`src/rtl/pe_packet_injector.sv`:
```
// pe_packet_injector
//   Transmit-side network interface for a processing element. A start command
//   emits one packet into the router LOCAL port: a header flit (destination),
//   a size flit (payload count), then payload words prefetched from PE memory.
//   Flow control is credit based: a flit is accepted on an edge where
//   tx_o and credit_i are both high.
//
// Ports
//   clock       in   system clock, rising edge
//   reset       in   asynchronous active-low reset
//   start_i     in   command strobe, sampled only in IDLE
//   dest_i      in   header flit value
//   base_i      in   byte address of the first payload word
//   len_i       in   payload flit count (0 allowed)
//   busy_o      out  packet in progress (through the done cycle)
//   done_o      out  one-cycle pulse after the last flit is accepted
//   mem_rd_o    out  memory read request
//   mem_addr_o  out  memory read byte address
//   mem_data_i  in   read data, valid the cycle after mem_rd_o
//   tx_o        out  flit valid toward router
//   data_o      out  flit data
//   credit_i    in   router has buffer space
//   clock_tx_o  out  forwarded clock
module pe_packet_injector #(
  parameter int FLIT_WIDTH       = 32,
  parameter int MEMORY_BUS_WIDTH = 32,
  parameter int ADDR_WIDTH       = 13,
  parameter int LEN_WIDTH        = 16
) (
  input  logic                        clock,
  input  logic                        reset,
  input  logic                        start_i,
  input  logic [FLIT_WIDTH-1:0]       dest_i,
  input  logic [ADDR_WIDTH-1:0]       base_i,
  input  logic [LEN_WIDTH-1:0]        len_i,
  output logic                        busy_o,
  output logic                        done_o,
  output logic                        mem_rd_o,
  output logic [ADDR_WIDTH-1:0]       mem_addr_o,
  input  logic [MEMORY_BUS_WIDTH-1:0] mem_data_i,
  output logic                        tx_o,
  output logic [FLIT_WIDTH-1:0]       data_o,
  input  logic                        credit_i,
  output logic                        clock_tx_o
);

  typedef enum logic [2:0] {IDLE, HEADER, SIZE, PAYLOAD, FINISH} state_t;

  state_t                      state;
  logic [FLIT_WIDTH-1:0]       dest_q;
  logic [LEN_WIDTH-1:0]        len_q;
  logic [LEN_WIDTH-1:0]        issued;
  logic [LEN_WIDTH-1:0]        remaining;
  logic [ADDR_WIDTH-1:0]       addr_q;
  logic [MEMORY_BUS_WIDTH-1:0] fifo [2];
  logic                        wr_ptr;
  logic                        rd_ptr;
  logic [1:0]                  count;
  logic                        in_flight;
  logic                        accept;
  logic                        pop;
  logic                        fetch_phase;
  logic [2:0]                  level;

  assign clock_tx_o = clock;
  assign mem_addr_o = addr_q;
  assign busy_o     = (state != IDLE);
  assign done_o     = (state == FINISH);

  always_comb begin
    tx_o   = 1'b0;
    data_o = '0;
    case (state)
      HEADER: begin
        tx_o   = 1'b1;
        data_o = dest_q;
      end
      SIZE: begin
        tx_o   = 1'b1;
        data_o = FLIT_WIDTH'(len_q);
      end
      PAYLOAD: begin
        tx_o   = (count != 2'd0);
        data_o = FLIT_WIDTH'(fifo[rd_ptr]);
      end
      default: ;
    endcase
  end

  // Memory latency is exactly one cycle, so at most one read is in flight.
  // A new read is issued only if the words already owned (stored + in flight,
  // less the one leaving this cycle) leave a free FIFO slot for it.
  always_comb begin
    accept      = tx_o && credit_i;
    pop         = (state == PAYLOAD) && accept;
    fetch_phase = (state == HEADER) || (state == SIZE) || (state == PAYLOAD);
    level       = {1'b0, count} + {2'b00, in_flight} - {2'b00, pop};
    mem_rd_o    = fetch_phase && (issued < len_q) && (level < 3'd2);
  end

  always_ff @(posedge clock or negedge reset) begin
    if (!reset) begin
      state     <= IDLE;
      dest_q    <= '0;
      len_q     <= '0;
      issued    <= '0;
      remaining <= '0;
      addr_q    <= '0;
      wr_ptr    <= 1'b0;
      rd_ptr    <= 1'b0;
      count     <= '0;
      in_flight <= 1'b0;
      for (int unsigned i = 0; i < 2; i++) fifo[i] <= '0;
    end else begin
      in_flight <= mem_rd_o;
      if (mem_rd_o) begin
        addr_q <= addr_q + ADDR_WIDTH'(MEMORY_BUS_WIDTH / 8);
        issued <= issued + LEN_WIDTH'(1);
      end
      if (in_flight) begin
        fifo[wr_ptr] <= mem_data_i;
        wr_ptr       <= ~wr_ptr;
      end
      if (pop) rd_ptr <= ~rd_ptr;
      count <= count + {1'b0, in_flight} - {1'b0, pop};

      case (state)
        IDLE: begin
          if (start_i) begin
            dest_q    <= dest_i;
            len_q     <= len_i;
            remaining <= len_i;
            addr_q    <= base_i;
            issued    <= '0;
            state     <= HEADER;
          end
        end
        HEADER: if (accept) state <= SIZE;
        SIZE: begin
          if (accept) state <= (len_q != '0) ? PAYLOAD : FINISH;
        end
        PAYLOAD: begin
          if (pop) begin
            remaining <= remaining - LEN_WIDTH'(1);
            if (remaining == LEN_WIDTH'(1)) state <= FINISH;
          end
        end
        FINISH: state <= IDLE;
        default: state <= IDLE;
      endcase
    end
  end

endmodule

```
`config.mk`:
```
export PLATFORM = sky130hd
export DESIGN_NAME = pe_packet_injector
export DESIGN_NICKNAME = d
export VERILOG_FILES = /design/src/rtl/pe_packet_injector.sv
export SDC_FILE = /design/constraint.sdc
export NUM_CORES = 1
export LEC_CHECK = 0
export BUFFER_PORTS_ARGS = -buffer_cell sky130_fd_sc_hd__buf_2
export CAP_MARGIN = 20
export CORE_MARGIN = 4
export CORE_UTILIZATION = 50
export DETAILED_ROUTE_END_ITERATION = 10
export PLACE_DENSITY = 0.78
export SLEW_MARGIN = 20
export SYNTH_ARGS = -nofsm -noshare
export SYNTH_HDL_FRONTEND = slang
export SYNTH_SLANG_ARGS = --single-unit
```
`constraint.sdc`:
```
create_clock -name clock -period 6.2 [get_ports clock]
set_clock_uncertainty 0.05 [all_clocks]
set_input_delay 1.24 -clock clock [delete_from_list [all_inputs] [get_ports clock]]
set_output_delay 1.24 -clock clock [all_outputs]
set_load 0.03 [all_outputs]
```
==> results of run 1 <==
==> worst register-to-register path, delay by kind of cell (launching register included) <==
family	cells	cell delay, ns
AND/OR/NAND/NOR	3	1.16
flip-flops	1	0.80
adder cells (fa/ha/maj)	3	0.90
buffers and inverters	3	0.53
AO/OA/AOI/OAI	4	0.73
==> state kept, by name, summed over array words and instances, names as in the netlist <==
name        cells
count           2
dest_q         32
fifo           64
in_flight       1
issued         16
len_q          16
mem_addr_o     13
rd_ptr          1
remaining      16
state           3
wr_ptr          1
==> cell families (layout without fill, tap and decap cells) <==
kind of cell               after synthesis  count (layout)  share of synthesized area, %
adders and majority gates               22              22                          3.34
AOI/OAI and AO/OA                      158             158                          11.2
and+or+nand+nor                        326             326                          17.9
muxes                                  103             103                          13.1
buffers and inverters                   83             224                          3.86
DFF                                    165             165                          48.7
xor gates and xnor gates                18              18                          1.86
==> synth_stat cells, types with 2 or more instances <==
cell       instances  share of area, %
a2111oi_2          2              0.35
a21oi_1           50               3.0
a22oi_1           19               1.7
and2_1             3              0.22
and3_1            10              0.74
buf_1              6              0.27
buf_2              3              0.18
buf_4              3              0.27
clkbuf_1          41               1.8
dfrtp_1          165                49
ha_1              21               3.1
inv_1             30               1.3
mux2_2            65               8.6
mux2i_1           38               4.5
nand2_1          174               7.7
nand2b_1           4              0.30
nand3_1           16              0.95
nand4_1            8              0.59
nor2_1            64               2.8
nor3_1            14              0.83
nor4_1             6              0.44
nor4_2            10               1.5
nor4b_2            3              0.53
o211ai_1           2              0.18
o21a_1             3              0.27
o21ai_0           58               3.4
o21ai_1            8              0.47
o22ai_1            2              0.15
or3_1              5              0.37
xnor2_1           15               1.6
xor2_1             3              0.31
==> metrics by stage <==
| stage | setup slack (ns) | total power [W] | hold WS (ns) |
|---|---|---|---|
| 2_1_floorplan | 1.59 | 0.00376 | 0.393 |
| 3_3_place_gp | 1.30 | 0.00443 | 0.407 |
| 5_1_grt | 0.469 | 0.00605 | 0.442 |
| 4_1_cts | 0.775 | 0.00567 | 0.428 |
| 3_5_place_dp | 1.21 | 0.00450 | 0.412 |
| 6_report | 0.732 | 0.00565 | 0.424 |
==> metal layers <==
metal	global-route usage [%]	share of wire [%]	up-vias
met1	30.7	45	3311
met4	7.59	1.8	0
met5	0	0	-
li1	-	-	3277
met3	6.11	6.4	37
met2	35.6	47	235
==> power breakdown <==
part / leakage [nW] / internal [W] / switching [W]
Clock: 0.323 / 0.000721 / 0.000445
Combinational: 2.40 / 0.000951 / 0.00154
Sequential: 2.01 / 0.00157 / 0.000426
==> layout make-up <==
type	count	area [um2]
Sequential cell	165	4130
Clock inverter	8	97.6
Timing Repair Buffer	158	830
Fill cell	1444	6530
Clock buffer	28	572
Tap cell	220	275
Multi-Input combinational cell	627	4030
Inverter	30	113
==> final timing paths <==
| kind | slack, ns | endpoint | depth (start not counted) |
|---|---|---|---|
| max | 0.73 | mem_rd_o | 12 |
| min | 0.42 | dest_q[21]$_DFFE_PN0P_ | 2 |
| max reg2reg | 1.93 | issued[14]$_DFF_PN0_ | 13 |
| min reg2reg | 0.42 | dest_q[21]$_DFFE_PN0P_ | 2 |
| max in group asynchronous | 4.34 | dest_q[29]$_DFFE_PN0P_ | 2 |
| min in group asynchronous | 0.59 | remaining[9]$_DFFE_PN0P_ | 1 |
==> flow_summary_export.csv, run 1 <==
group,metric,value,unit
yosys,synth-seq-cells,165,
detailed_routing,dr.pass1.iters,5,
worst_hold_path,min_path_type,"reg -> reg",
detailed_routing,routedWlPerCell,17.1,um
detailed_routing,postRouteAntennaNets,0,
worst_hold_path,worstHoldStart,"dest_q[21]$_DFFE_PN0P_",
cells_and_area,final_util,60.6,%
cts,cts_resized,0,
job,max_cap_viol_count,0,
cells_and_area,finalNonFillerCells,1236,
detailed_routing,drc,0,
worst_setup_path,worst-endpoint-required,4.91,ns
worst_setup_path,critPathLaunchType,"flip-flop",
yosys,yosysUniqueCellTypes,55,
cells_and_area,mostFrequentLayoutCells,"nand2_1, dfrtp_1, buf_2",
grt,grt_pass1_vias,6956,
timing,hold_viol_final,0,
cells_and_area,final_common_cell,"nand2_1",
grt,grt_first_pass_wirelength,35.1,mm
grt,grt_max_degree,98,
cts,holdBufCountCts,0,
worst_setup_path,r2r-start,"state[0]$_DFFE_PN0P_",
pwr,peakVddDrop,0.377,mV
worst_setup_path,crit_chain,"inv_1 > or2_2 > nor2_1 > ha_1 > inv_1 > ha_1 > fa_1 > a2111oi_2 > o211ai_2 > buf_4 > nor3_2 > buf_2",
timing,min_period_over_period,88.2,%
timing,max_freq,183,MHz
place,dp_cells,1201,
detailed_routing,vias,6860,
worst_setup_path,critPathLaunch,"state[0]$_DFFE_PN0P_",
cts,path_clk_slew,0.07,ns
timing,maxSlewViolCount,0,
worst_setup_path,end_kind,"output pin",
pwr,power_density,562,mW/mm2
floorplanning,initial_core_util,51.1,%
cells_and_area,nets,1122,
worst_setup_path,cp_top_family,"adder cells",
yosys,synth_area,0.00847,mm2
floorplanning,dieArea,0.0191,mm2
worst_setup_path,crit_type,"reg -> out",
detailed_routing,dr.first_iter.drc_count,620,
yosys,synth.avg_cell_area,9.68,um2
timing,period_needed,5.47,ns
place,numPortBuffers,146,
pwr,power.leakage,4.73,nW
floorplanning,die_y,138,um
floorplanning,io_pins,147,
worst_setup_path,worstPathMaxFanout,24,
cts,cts_tree,"done",
detailed_routing,wl,21.2,mm
grt,track_usage,22.6,%
yosys,yosysWarningCount,0,
yosys,synth_edf_count,0,
timing,worst_pin_slew,1.10,ns
cells_and_area,area_delta_synth_final,18.7,%
status,status,"finished clean",
place,gp_congestion,0.868,
yosys,netlist_instances,875,
floorplanning,std_cell_rows,47,
timing,tns,0,ns
cells_and_area,final_area,0.0101,mm2
yosys,seq_area_frac_synth,48.7,%
cells_and_area,n_antenna_cell,0,
worst_setup_path,slowest_stage,"dfrtp_1",
timing,relSlewSlack,26.6,%
detailed_routing,post_drt_via_cell_ratio,5.55,
timing,setup_viol,0,
yosys,synth_fp_nets,994,
grt,grt_antenna_before_repair,0,
timing,rsz0062_at_grt,"false",
cts,postCtsSetupBuffers,0,
cts,insertion_delay,0.54,ns
worst_setup_path,critPathMaxStageDelay,0.80,ns
floorplanning,die_w,138,um
place,place_area,0.00939,mm2
place,place_hpwl,14.3,mm
grt,grt-ovfl-total,0,
yosys,async_flop_share,100,%
floorplanning,core,0.0166,mm2
yosys,synthFlopType,"dfrtp_1",
worst_setup_path,cp.arrival,4.18,ns
worst_setup_path,cp.buffers_inverters,4,
cells_and_area,final_layout_size_suffix_gt1_share,28.0,%
No activity file was read; power rests on OpenSTA's default activity.
==> run 2, diff against run 1 <==
--- a/config.mk
+++ b/config.mk
@@ -11,6 +11,7 @@
 export CORE_UTILIZATION = 50
 export DETAILED_ROUTE_END_ITERATION = 10
 export PLACE_DENSITY = 0.78
+export REMOVE_ABC_BUFFERS = 1
 export SLEW_MARGIN = 20
 export SYNTH_ARGS = -nofsm -noshare
 export SYNTH_HDL_FRONTEND = slang
==> run 2 against run 1 <==
  * Maximum frequency is essentially flat
  * Global-route usage shrank 0.30 points
  * First-iteration DRC count shrank 29%
  * Sequential power is essentially flat
  * Largest power group unchanged
  * Critical path depth grew 1
  * Combinational power is essentially flat
  * Count of clock-buffer cells in the layout shrank 4
  * Wire length shrank 0.70%
  * Cell area grew 0.19%
  * Die area is the same
==> flow_summary_export.csv, run 2 (synthesized netlist as in run 1, its figures left out) <==
group,metric,value,unit
timing,worst_pin_slew,1.10,ns
pwr,p_seq_share,34.8,%
status,status,"finished clean",
worst_setup_path,end_kind,"output pin",
worst_hold_path,whs_path_depth,2,
cts,insertion_delay,0.53,ns
place,gp_congestion,0.936,
detailed_routing,post_drt_via_cell_ratio,5.58,
pwr,swShare,42.5,%
pwr,power.leakage,4.73,nW
detailed_routing,dr.first_iter.drc_count,442,
timing,rsz0062_at_grt,"false",
worst_setup_path,worst-endpoint-required,4.91,ns
timing,maxSlewViolCount,0,
worst_setup_path,r2r-start,"state[2]$_DFFE_PN0P_",
timing,period_needed,5.47,ns
floorplanning,core,0.0166,mm2
cells_and_area,area_delta_synth_final,18.9,%
pwr,power_density,562,mW/mm2
worst_setup_path,r2r_end,"issued[14]$_DFF_PN0_",
pwr,pwr-share-comb,44.2,%
job,max_cap_viol_count,0,
cts,postCtsSetupBuffers,0,
timing,max_freq,183,MHz
worst_setup_path,cp_top_family,"simple AND/OR/NAND/NOR gates",
floorplanning,dieArea,0.0191,mm2
pwr,switching_power,0.00241,W
cells_and_area,final_area,0.0101,mm2
place,place_hpwl,14.4,mm
grt,grt_first_pass_wirelength,34.8,mm
worst_hold_path,min_path_type,"reg -> reg",
cells_and_area,n_antenna_cell,0,
worst_setup_path,cp.arrival,4.18,ns
detailed_routing,wl,21.0,mm
detailed_routing,vias,6892,
worst_setup_path,crit_type,"reg -> out",
detailed_routing,postRouteAntennaNets,0,
cells_and_area,fillerInstances,1433,
cells_and_area,mostFrequentLayoutCells,"nand2_1, dfrtp_1, buf_2",
cts,cts_resized,0,
detailed_routing,drc,0,
detailed_routing,routedWlPerCell,17.0,um
timing,setup_viol,0,
cts,path_clk_slew,0.06,ns
cells_and_area,nets,1122,
timing,hold_viol_final,0,
floorplanning,die_y,138,um
grt,grt_pass1_vias,6838,
timing,relSlewSlack,26.5,%
cts,holdBufCountCts,0,
pwr,p_clk_share,20.9,%
floorplanning,std_cell_rows,47,
grt,grt-ovfl-total,0,
worst_setup_path,crit_chain,"nand2b_1 > or2_2 > nor2_1 > ha_1 > inv_1 > ha_1 > fa_1 > a2111oi_2 > o211ai_2 > buf_4 > nor3_2 > buf_4 > buf_2",
cells_and_area,final_common_cell,"nand2_1",
timing,tns,0,ns
grt,grt_max_degree,98,
cts,cts_tree,"done",
worst_setup_path,cp.buffers_inverters,4,
pwr,internal_power,0.00325,W
cells_and_area,final_layout_size_suffix_gt1_share,28.1,%
grt,grt_antenna_before_repair,0,
worst_setup_path,worstPathMaxFanout,24,
worst_hold_path,whs_endpoint,"mem_addr_o[1]$_DFFE_PN0P_",
cells_and_area,reg_top3,"fifo (64), dest_q (32)",
floorplanning,die_w,138,um
place,numPortBuffers,146,
worst_hold_path,worstHoldStart,"mem_addr_o[1]$_DFFE_PN0P_",
detailed_routing,dr.pass1.iters,5,
grt,track_usage,22.3,%
worst_setup_path,slowest_stage,"dfrtp_1",
floorplanning,initial_core_util,51.1,%
cells_and_area,top_register,"fifo",
worst_setup_path,critPathLaunch,"state[2]$_DFFE_PN0P_",
place,place_area,0.00939,mm2
worst_setup_path,critPathMaxStageDelay,0.65,ns
pwr,peakVddDrop,0.275,mV
cells_and_area,largest_reg_flops,64,
worst_setup_path,r2r_cells,13,
worst_setup_path,critPathLaunchType,"flip-flop",
worst_setup_path,r2r_slack,2.15,ns
floorplanning,io_pins,147,
timing,min_period_over_period,88.2,%
run 2: tightest hold or removal path: cells and delay by family (launching register included):
family        cells  cell delay, ns
simple gates      2            0.10
flops             1            0.34
run 2: cell type report:
class / instances / area [um2] / area share, %
clock inverters: 12 / 154 / 1.53
inverters: 30 / 113 / 1.12
clock buffers: 24 / 527 / 5.23
multi-input cells: 627 / 4040 / 40.1
repair buffers: 158 / 830 / 8.24
well taps: 220 / 275 / 2.73
flip-flops and latches: 165 / 4130 / 41.0
run 2: layer usage:
metal	up-vias	wire, um	GRT usage [%]
li1	3282	-	-
met1	3358	9520	30.4
met2	220	9970	35.7
met3	32	1110	4.52
met4	0	400	8.27
met5	-	0	0
run 2: how the worst max path moves through the flow:
stage	endpoint	slack (ns)	depth (start not counted)
finish	mem_rd_o	0.73	13
global route	mem_rd_o	0.43	13
detailed placement	mem_rd_o	1.08	13
CTS	mem_rd_o	0.71	13
floorplan	mem_rd_o	0.64	10
global placement	mem_rd_o	1.15	13
run 2: power groups by stage:
stage | logic (W) | clock network, W | registers (W)
floorplan | 0.00172 | 0 | 0.00197
detailed placement | 0.00251 | 0.0000203 | 0.00198
finish | 0.00250 | 0.00118 | 0.00197
global placement | 0.00245 | 0.0000203 | 0.00196
global route | 0.00276 | 0.00126 | 0.00204
CTS | 0.00252 | 0.00121 | 0.00197
run 2: per-stage QoR:
stage                     setup WS, ns  total power (W)  std cells  utilization, %  hold slack [ns]
after floorplan                  0.640          0.00368        822               -            0.394
after global placement            1.15          0.00443       1201            56.6            0.405
after detailed placement          1.08          0.00451       1201            56.6            0.412
after CTS                        0.707          0.00570       1236            60.7            0.429
after global routing             0.430          0.00605       1236            60.7            0.438
final                            0.729          0.00566       1236            60.7            0.424
==> run 3, diff against run 2 <==
==> constraint.sdc (replaced) <==
create_clock -name clock -period 6.2 [get_ports clock]
set_clock_uncertainty 0.05 [all_clocks]
set_input_delay 0.31 -clock clock [delete_from_list [all_inputs] [get_ports clock]]
set_output_delay 0.31 -clock clock [all_outputs]
set_load 0.03 [all_outputs]
==> run 3 against run 2 <==
  * Critical path depth is 2 lower
  * Clock power decreased by 5%
  * Cell count up 7.0%
  * Sequential power hardly changed
  * Via count grew 6.3%
  * Sequential cell count is the same
  * Combinational power up 2%
  * Non-clock buffer count increased by 87
  * First-iteration DRC count up 21%
  * Critical endpoint unchanged
  * Die area is the same
  * Sequential share of layout area decreased by 3.2 points
  * Count of clock-buffer cells in the layout up 3
  * Largest power group unchanged
==> flow_summary_export.csv, run 3 (synthesized netlist as in run 1, its figures left out) <==
group,metric,value,unit
status,status,"finished clean",
cts,cts_tree,"done",
detailed_routing,dr.pass1.iters,5,
floorplanning,initial_core_util,51.1,%
cells_and_area,final_common_cell,"nand2_1",
cells_and_area,mostFrequentLayoutCells,"nand2_1, dfrtp_1, buf_2",
cells_and_area,top_register,"fifo",
timing,period_needed,5.19,ns
worst_setup_path,worstPathMaxFanout,40,
detailed_routing,routedWlPerCell,17.6,um
cells_and_area,n_antenna_cell,0,
pwr,power,0.00568,W
cells_and_area,fillerInstances,1281,
timing,setup_slack,1.01,ns
cells_and_area,largest_reg_flops,64,
worst_setup_path,worst-endpoint-required,5.84,ns
worst_setup_path,critPathLaunchType,"flip-flop",
grt,grt_antenna_before_repair,0,
worst_hold_path,min_path_type,"in -> reg",
worst_setup_path,slowest_stage,"dfrtp_1",
timing,max_freq,193,MHz
detailed_routing,wl,23.3,mm
timing,maxSlewViolCount,0,
cells_and_area,reg_top3,"fifo (64), dest_q (32)",
timing,setup_viol,0,
cells_and_area,regArea,0.00413,mm2
detailed_routing,vias,7329,
pwr,power_density,521,mW/mm2
floorplanning,dieArea,0.0191,mm2
floorplanning,std_cell_rows,47,
detailed_routing,post_drt_via_cell_ratio,5.54,
floorplanning,core,0.0166,mm2
place,dp_cells,1196,
timing,tns,0,ns
grt,grt_first_pass_wirelength,38.2,mm
timing,min_period_over_period,83.7,%
place,place_hpwl,14.7,mm
worst_setup_path,cp.arrival,4.83,ns
cells_and_area,multi_input_area,0.00404,mm2
worst_setup_path,critPathMaxStageDelay,0.82,ns
job,max_cap_viol_count,0,
pwr,power.leakage,5.08,nW
worst_setup_path,crit_type,"reg -> out",
timing,rsz0062_at_grt,"false",
cts,cts_resized,0,
worst_setup_path,cp_top_family,"simple AND/OR/NAND/NOR gates",
cells_and_area,finalNonFillerCells,1322,
timing,worst_pin_slew,1.11,ns
grt,grt-ovfl-total,0,
cells_and_area,area_delta_synth_final,28.8,%
detailed_routing,drc,0,
timing,worst_hold_slack,0.00861,ns
floorplanning,die_y,138,um
worst_setup_path,crit_chain,"nand2b_1 > or2_2 > nor2_1 > ha_1 > inv_1 > ha_1 > fa_1 > a2111oi_2 > o211ai_2 > nor3_2 > buf_2",
grt,grt_max_degree,99,
place,gp_congestion,0.919,
worst_setup_path,cp.buffers_inverters,2,
grt,grt_pass1_vias,7363,
timing,relSlewSlack,26.2,%
grt,track_usage,24.8,%
cells_and_area,final_layout_size_suffix_gt1_share,25.5,%
floorplanning,die_w,138,um
cells_and_area,nets,1209,
worst_setup_path,end_kind,"output pin",
detailed_routing,postRouteAntennaNets,0,
floorplanning,io_pins,147,
timing,hold_viol_final,0,
pwr,peakVddDrop,0.327,mV
worst_setup_path,cpMostUsedCell,"ha_1",
cts,path_clk_slew,0.06,ns
detailed_routing,dr.first_iter.drc_count,536,
place,numPortBuffers,146,
place,place_worst_setup_slack,1.38,ns
cts,insertion_delay,0.54,ns
run 3: timing repair:
item                                   in CTS  in global routing
hold buffers                               91                  0
setup buffers                               0                  0
endpoints found under the hold margin     214                  0
setup endpoints to repair                   0                  0
run 3: where the power goes:
part           leakage [nW]  total [W]  internal (W)  switching (W)
clock                 0.308    0.00112      0.000677       0.000446
sequential             2.01    0.00200       0.00157       0.000435
combinational          2.76    0.00256      0.000981        0.00158
run 3: final timing paths:
| check | startpoint | to | slack [ns] | depth (start not counted) |
|---|---|---|---|---|
| hold reg to reg | mem_addr_o[1]$_DFFE_PN0P_ | mem_addr_o[1]$_DFFE_PN0P_ | 0.43 | 2 |
| hold / removal | len_i[5] | len_q[5]$_DFFE_PN0P_ | 0.009 | 3 |
| min in group asynchronous | reset | fifo[60]$_DFFE_PN0P_ | 0.37 | 2 |
| max in group asynchronous | reset | rd_ptr$_DFFE_PN0P_ | 4.24 | 3 |
| setup reg to reg | state[2]$_DFFE_PN0P_ | issued[14]$_DFF_PN0_ | 1.25 | 12 |
| setup / recovery | state[2]$_DFFE_PN0P_ | mem_rd_o | 1.01 | 11 |
run 3: tightest hold or removal path, delay by kind of cell:
kind	cells	cell delay (ns)
compound gates	1	0.07
buf+inv	1	0.11
simple gates	1	0.07
run 3: layer usage:
metal,vias up,global-route usage (%),wire length [um]
met4,0,8.94,507
met1,3591,32.7,10100
met5,-,0,0
met2,257,40.8,11500
met3,39,5.28,1210
li1,3442,-,-
run 3: metrics by stage:
stage,utilization (%),cell area [um2]
6_report,65.8,10900
5_1_grt,65.8,10900
4_1_cts,65.7,10900
3_5_place_dp,56.4,9350
3_3_place_gp,56.4,9350
2_1_floorplan,-,8260
run 3: layout make-up:
| cell class | count | area share (%) |
|---|---|---|
| multi-input cells | 627 | 37.0 |
| clock buffers | 27 | 5.21 |
| well taps | 220 | 2.52 |
| flip-flops and latches | 165 | 37.8 |
| repair buffers | 245 | 15.7 |
| inverters | 30 | 1.03 |
| clock inverters | 8 | 0.688 |
